--- config.mk ---
export PLATFORM = sky130hd
export DESIGN_NAME = adc_ch_queue
export DESIGN_NICKNAME = d
export VERILOG_FILES = /design/src/rtl/adc_stim_model.sv
export SDC_FILE = /design/constraint.sdc
export NUM_CORES = 1
export LEC_CHECK = 0
export CAP_MARGIN = 20
export CORE_UTILIZATION = 57
export CTS_BUF_LIST = sky130_fd_sc_hd__clkbuf_16
export DETAILED_ROUTE_END_ITERATION = 8
export GPL_TIMING_DRIVEN = 0
export PLACE_DENSITY = 0.8
export SETUP_SLACK_MARGIN = 0.4
export SLEW_MARGIN = 5
export SYNTH_ARGS = -nofsm -noshare
export SYNTH_HDL_FRONTEND = slang
export SYNTH_SLANG_ARGS = --single-unit
--- constraint.sdc ---
create_clock -name clk -period 3.4 [get_ports clk]
set_clock_uncertainty 0.2 [all_clocks]
set_input_delay 0.34 -clock clk [delete_from_list [all_inputs] [get_ports clk]]
set_output_delay 0.34 -clock clk [all_outputs]
set_load 0.02 [all_outputs]
--- src/rtl/adc_stim_model.sv ---
// Clocked behavioural ADC front-end model: per-channel sample queues, fixed conversion latency,
// single-shot or round-robin continuous scan. Define ADC_STIM_XPROP_EN to drive X on adc_data outside the strobe.

module adc_ch_queue #(
  parameter int DATA_WIDTH = 8,
  parameter int DEPTH      = 8
) (
  input  logic                  clk,
  input  logic                  rst,
  input  logic                  push,
  input  logic                  pop,
  input  logic [DATA_WIDTH-1:0] push_data,
  output logic [DATA_WIDTH-1:0] head,
  output logic                  full,
  output logic                  empty
);
  localparam int PW = $clog2(DEPTH);

  logic [DATA_WIDTH-1:0] mem [DEPTH];
  logic [PW-1:0]         rd_ptr, wr_ptr;
  logic [PW:0]           count;
  logic                  push_ok, pop_ok;

  assign full    = count == (PW+1)'(DEPTH);
  assign empty   = count == '0;
  assign head    = mem[rd_ptr];
  assign pop_ok  = pop && !empty;
  // a pop in the same cycle frees a slot, so a full queue still accepts the load
  assign push_ok = push && (!full || pop_ok);

  always_ff @(posedge clk or posedge rst) begin
    if (rst) begin
      rd_ptr <= '0;
      wr_ptr <= '0;
      count  <= '0;
    end else begin
      if (push_ok) wr_ptr <= wr_ptr + PW'(1);
      if (pop_ok)  rd_ptr <= rd_ptr + PW'(1);
      if (push_ok && !pop_ok)      count <= count + (PW+1)'(1);
      else if (!push_ok && pop_ok) count <= count - (PW+1)'(1);
    end
  end

  always_ff @(posedge clk) begin
    if (push_ok) mem[wr_ptr] <= push_data;
  end
endmodule


# After elaboration in Yosys (flattened, before gate mapping)
# Memory sizes are Yosys's and may differ from the RTL's.
# Cells that the tools add are included.
[totals]
output_inout_bits = 10
n_memories = 1
word_cells = 24
ff_bits = 10
in_bits = 12
mem_bits_rw = 64
[mem_list]
columns = ["memory", "depth", "width", "rd", "rd_ports_with_merged_regs", "wr", "line_no", "rtl"]
rows = [
  ["mem", 8, 8, 1, 0, 1, "19", "logic [DATA_WIDTH-1:0] mem [DEPTH];"],
]
[op_classes]
muxes = 4
n_eq_ne = 1
addsub = 4
reduce_logical = 11
[op_table]
columns = ["operator", "count"]
rows = [
  ["2-to-1 mux 4 bit", 2],
  ["adder 3 x 1 -> 3 bit, second input constant", 2],
  ["adder 4 x 1 -> 4 bit, second input constant", 1],
  ["equality test 4 bit, second input constant", 1],
  ["logical AND 1 bit", 4],
  ["logical NOT 1 bit", 4],
  ["logical NOT 4 bit", 1],
  ["subtractor 4 x 1 -> 4 bit, second input constant", 1],
  ["2-to-1 mux 1 bit", 2],
  ["nonzero test 2 bit", 1],
  ["logical OR 1 bit", 1],
]

# Longest topological paths before layout
[logic_depth]
word_depth = 9
mapped_depth = 9
mapped_depth_nobuf = 9

# Worst setup path after synthesis
# OpenSTA, ideal clock, no wires.
[synth_timing]
path_kind = "register to register"
from = "register count[0]"
to = "register count[3]"
stages_incl_launch_ff = 10
arrival_time_ns = 2.612
setup_slack_ns = 0.457
n_path_buf = 0
cell_sequence = "dfrtp_1 > or4b_4 > o21ai_4 > inv_2 > ha_1 > inv_1 > ha_1 > or4_1 > nand3_1 > o211ai_1"
[synth_via]
elab_chain_cells = 8
[synth_lines]
columns = ["element", "line_no", "rtl"]
rows = [
  ["from (decl)", "21", "logic [PW:0] count;"],
  ["from (signal assigned)", "39", "if (push_ok && !pop_ok) count <= count + (PW+1)'(1);"],
  ["from (signal assigned)", "40", "else if (!push_ok && pop_ok) count <= count - (PW+1)'(1);"],
  ["logical NOT 4 bit", "25", "assign empty = count == '0;"],
  ["logical NOT 1 bit", "27", "assign pop_ok = pop && !empty;"],
  ["logical AND 1 bit", "27", ""],
  ["logical OR 1 bit (*)", "29", "assign push_ok = push && (!full || pop_ok);"],
  ["logical AND 1 bit (*)", "29", ""],
  ["named net push_ok", "22", "logic push_ok, pop_ok;"],
  ["logical NOT 1 bit", "40", ""],
  ["logical AND 1 bit", "40", ""],
  ["nonzero test 2 bit (no source line)", "-", ""],
]
# Mark *: on every way through the listed nets, which the timed path passes. The rest lies on a longest branch. The select of a mux whose other input is x is not followed.
# A chain may end at the register's enable or synchronous reset.

# Worst setup path after layout
# Same ends and word-level chain as after synthesis.

==> reports/results.tsv <==
stage	metric	value	unit
status	outcome	finished, final reports clean	
pwr	leakage	1.336	nW
sta	clock.fmax	0.3386	GHz
setup_path	critPathArrivalTime	2.96	ns
logic_synthesis	synth_nets	174	
logic_synthesis	synth-edff-count	64	
floorplanning	start_util	59.71	%
sta	finalHoldViolCount	0	
finish	syn_to_final_growth	22.54	%
routing	drc	0	
logic_synthesis	synth_commonest_cells	edfxtp_1, mux4_2, dfrtp_1, mux2_2	
logic_synthesis	ys_seq_area_share	70.77	%
clock_tree	clk_pin_slew	0.05	ns
setup_path	worstSetupEndpointType	register	
global_routing	grt_pass1_wl	8.466	mm
logic_synthesis	netlist_instances	156	
logic_synthesis	yosysUniqueCellTypes	35	
routing	avgViaCountPerCell	5.900	
placed_design	placed_cells	251	
job	drv_cap	0	
floorplanning	coreArea	0.005140	sq mm
floorplanning	die_y	75.38	microns
finish	stdcell_count	269	
logic_synthesis	synth-seq-cells	74	
logic_synthesis	synth_top_area_share	62.62	%
setup_path	worstPathMaxFanout	6	
setup_path	crit_type	register to register	
sta	tightestPinTransition	0.9247	ns
routing	wl_per_cell	20.85	microns
setup_path	cp-startpoint	count[0]$_DFFE_PP0P_	
setup_path	reg2reg_depth	9	
clock_tree	numCtsBuffers	9	
global_routing	antenna_found_initial	0	
sta	period_share	86.87	%
global_routing	grt-ovfl-total	0	
pwr	power_density	903.7	mW/mm^2
logic_synthesis	synthArstFlopShare	13.51	%
routing	num_vias	1587	
clock_tree	cts_root_buf	clkbuf_16	
clock_tree	cts_hold_buf	0	
finish	n_antenna_cell	0	
floorplanning	io_pins	22	
placed_design	place_area	0.003420	sq mm
sta	maxSlewViolCount	0	
global_routing	grt_start_max_net_pins	12	
sta	setup_violations	0	
finish	drive_above_1_share	30.65	%
global_routing	grt_usage	22.92	%
pwr	finalPower	3.399	mW
sta	rsz0062_at_grt	true	
logic_synthesis	synth.avg_cell_area	19.67	sq um
setup_path	r2r_end	count[3]$_DFFE_PP0P_	
sta	relSlewSlack	38.13	%
routing	drt_iter0_markers	67	
floorplanning	die_x	75.38	microns
logic_synthesis	yosysWarningCount	0	
finish	fin_area	0.003761	sq mm
floorplanning	fp.dieArea	0.005682	sq mm
clock_tree	worstSkewPairLatency	0.33	ns
logic_synthesis	yosysMostFrequentCell	edfxtp_1	
clock_tree	cts_tree	built	
placed_design	place_hpwl	3.785	mm
setup_path	required	3.40	ns
logic_synthesis	yosys.area.top_type	edfxtp_1	
sta	fin_crit	2.954	ns
setup_path	r2r-start	count[0]$_DFFE_PP0P_	
logic_synthesis	synthTopCellsByArea	edfxtp_1, mux4_2, dfrtp_1	
routing	final_antenna_net_count	0	
clock_tree	clk_path_buf_depth	2	
routing	dr.pass1.iters	4	
pwr	ir_drop	0.6000	mV
setup_path	r2r_slack	0.45	ns
placed_design	place_congestion	0.7974	
placed_design	io_buffers	21	
logic_synthesis	syn_area	0.003069	sq mm
routing	routed_wl	5.609	mm
clock_tree	cts.sink_count	74	
clock_tree	ctsHtreeMaxLevel	3	
finish	num-nets-final	213	
setup_path	cp-start-kind	register	
hold_path	hp-class	input port to asynchronous set/reset pin	
floorplanning	num_rows	26	
setup_path	endpoint	count[3]$_DFFE_PP0P_	
logic_synthesis	ys.flop_type	edfxtp_1	
global_routing	grt_pass1_vias	1623	
sta	tns	0	ns
-- report_power, final --
group	switching, mW	internal, mW
registers	0.132	1.18
clock network	0.323	0.552
logic	0.590	0.624
total	1.05	2.35
-- layer usage --
layer  vias up  wire length, microns  GRT usage (%)
met5         -                     0              0
met4         0                   116          10.91
met3        10                   272          7.540
met2        48                  2926          36.51
met1       816                  2293          28.76
li1        713                     -              -
-- layout by cell type (no fill, tap or decap), types with 2 or more instances in the layout --
cell             count
a21oi_1              2
buf_4                7
clkbuf_16            9
clkdlybuf4s50_1     13
clkinv_2             2
dfrtp_1              8
dfrtp_2              2
dlygate4sd2_1        2
dlymetal6s2s_1       6
edfxtp_1            64
ha_1                 4
inv_1                4
inv_2                3
mux2_1               2
mux2_2               8
mux4_2              16
nand2_1              2
nand3_1              3
nand3b_1             2
nor2_1               3
nor3_1               3
o211ai_1             3
xnor2_1              5
-- area by class of cell --
cell class              instances  area, sq um
multi-input cells              71        882.1
well taps                      70        87.58
plain buffers                   6        46.29
clock buffers                   9        225.2
fillers                       319         1379
flip-flops and latches         74         2175
repair buffers                 28        275.3
clock inverters                 6        51.30
inverters                       5        18.77
-- per-stage QoR --
step | setup WS, ns | util, % | hold slack, ns
2_1_floorplan | 0.4567 | - | -0.01982
3_5_place_dp | 0.1780 | 66.53 | 0.3919
3_3_place_gp | -0.1212 | 65.51 | 0.3382
5_1_grt | 0.3412 | 73.17 | 0.1403
6_report | 0.4464 | 73.17 | 0.1042
4_1_cts | 0.3816 | 72.22 | 0.1018
-- worst min-delay path by stage --
stage | start | endpoint | slack (ns) | depth (start not counted)
final | rst | rd_ptr[0]$_DFFE_PP0P_ | 0.10 | 2
after global routing | rst | rd_ptr[0]$_DFFE_PP0P_ | 0.14 | 2
after detailed placement | wr_ptr[2]$_DFFE_PP0P_ | wr_ptr[2]$_DFFE_PP0P_ | 0.39 | 1
after floorplan | rst | count[0]$_DFFE_PP0P_ | -0.02 | 1
after global placement | wr_ptr[2]$_DFFE_PP0P_ | wr_ptr[2]$_DFFE_PP0P_ | 0.34 | 1
after CTS | rst | count[1]$_DFFE_PP0P_ | 0.10 | 2
-- critical path, stage by stage (launching register included) --
cell and delay, ns:
dfrtp_2 0.47, or4b_4 0.61, o21ai_4 0.18, inv_2 0.05, ha_2 0.21, inv_2 0.10
ha_1 0.30, or4_1 0.53, nand3_1 0.09, o211ai_1 0.08
-- what timing repair did --
item                       CTS  global route
resized for setup            8            10
setup endpoints to repair    9             7
pin swaps                    1             0
setup buffers                1             2
-- sequential cells by signal, summed over array words and instances (netlist names) --
name and count:
mem 64, count 4, rd_ptr 3, wr_ptr 3
-- cells by family after synthesis --
kind of cell,synth area share (%)
fa+ha+maj,2.691
flops,70.77
xor+xnor,1.712
mux,16.23
buf+inv,1.671
compound gates,2.650
simple gates,4.281
Power figures use the tool's default switching activity.
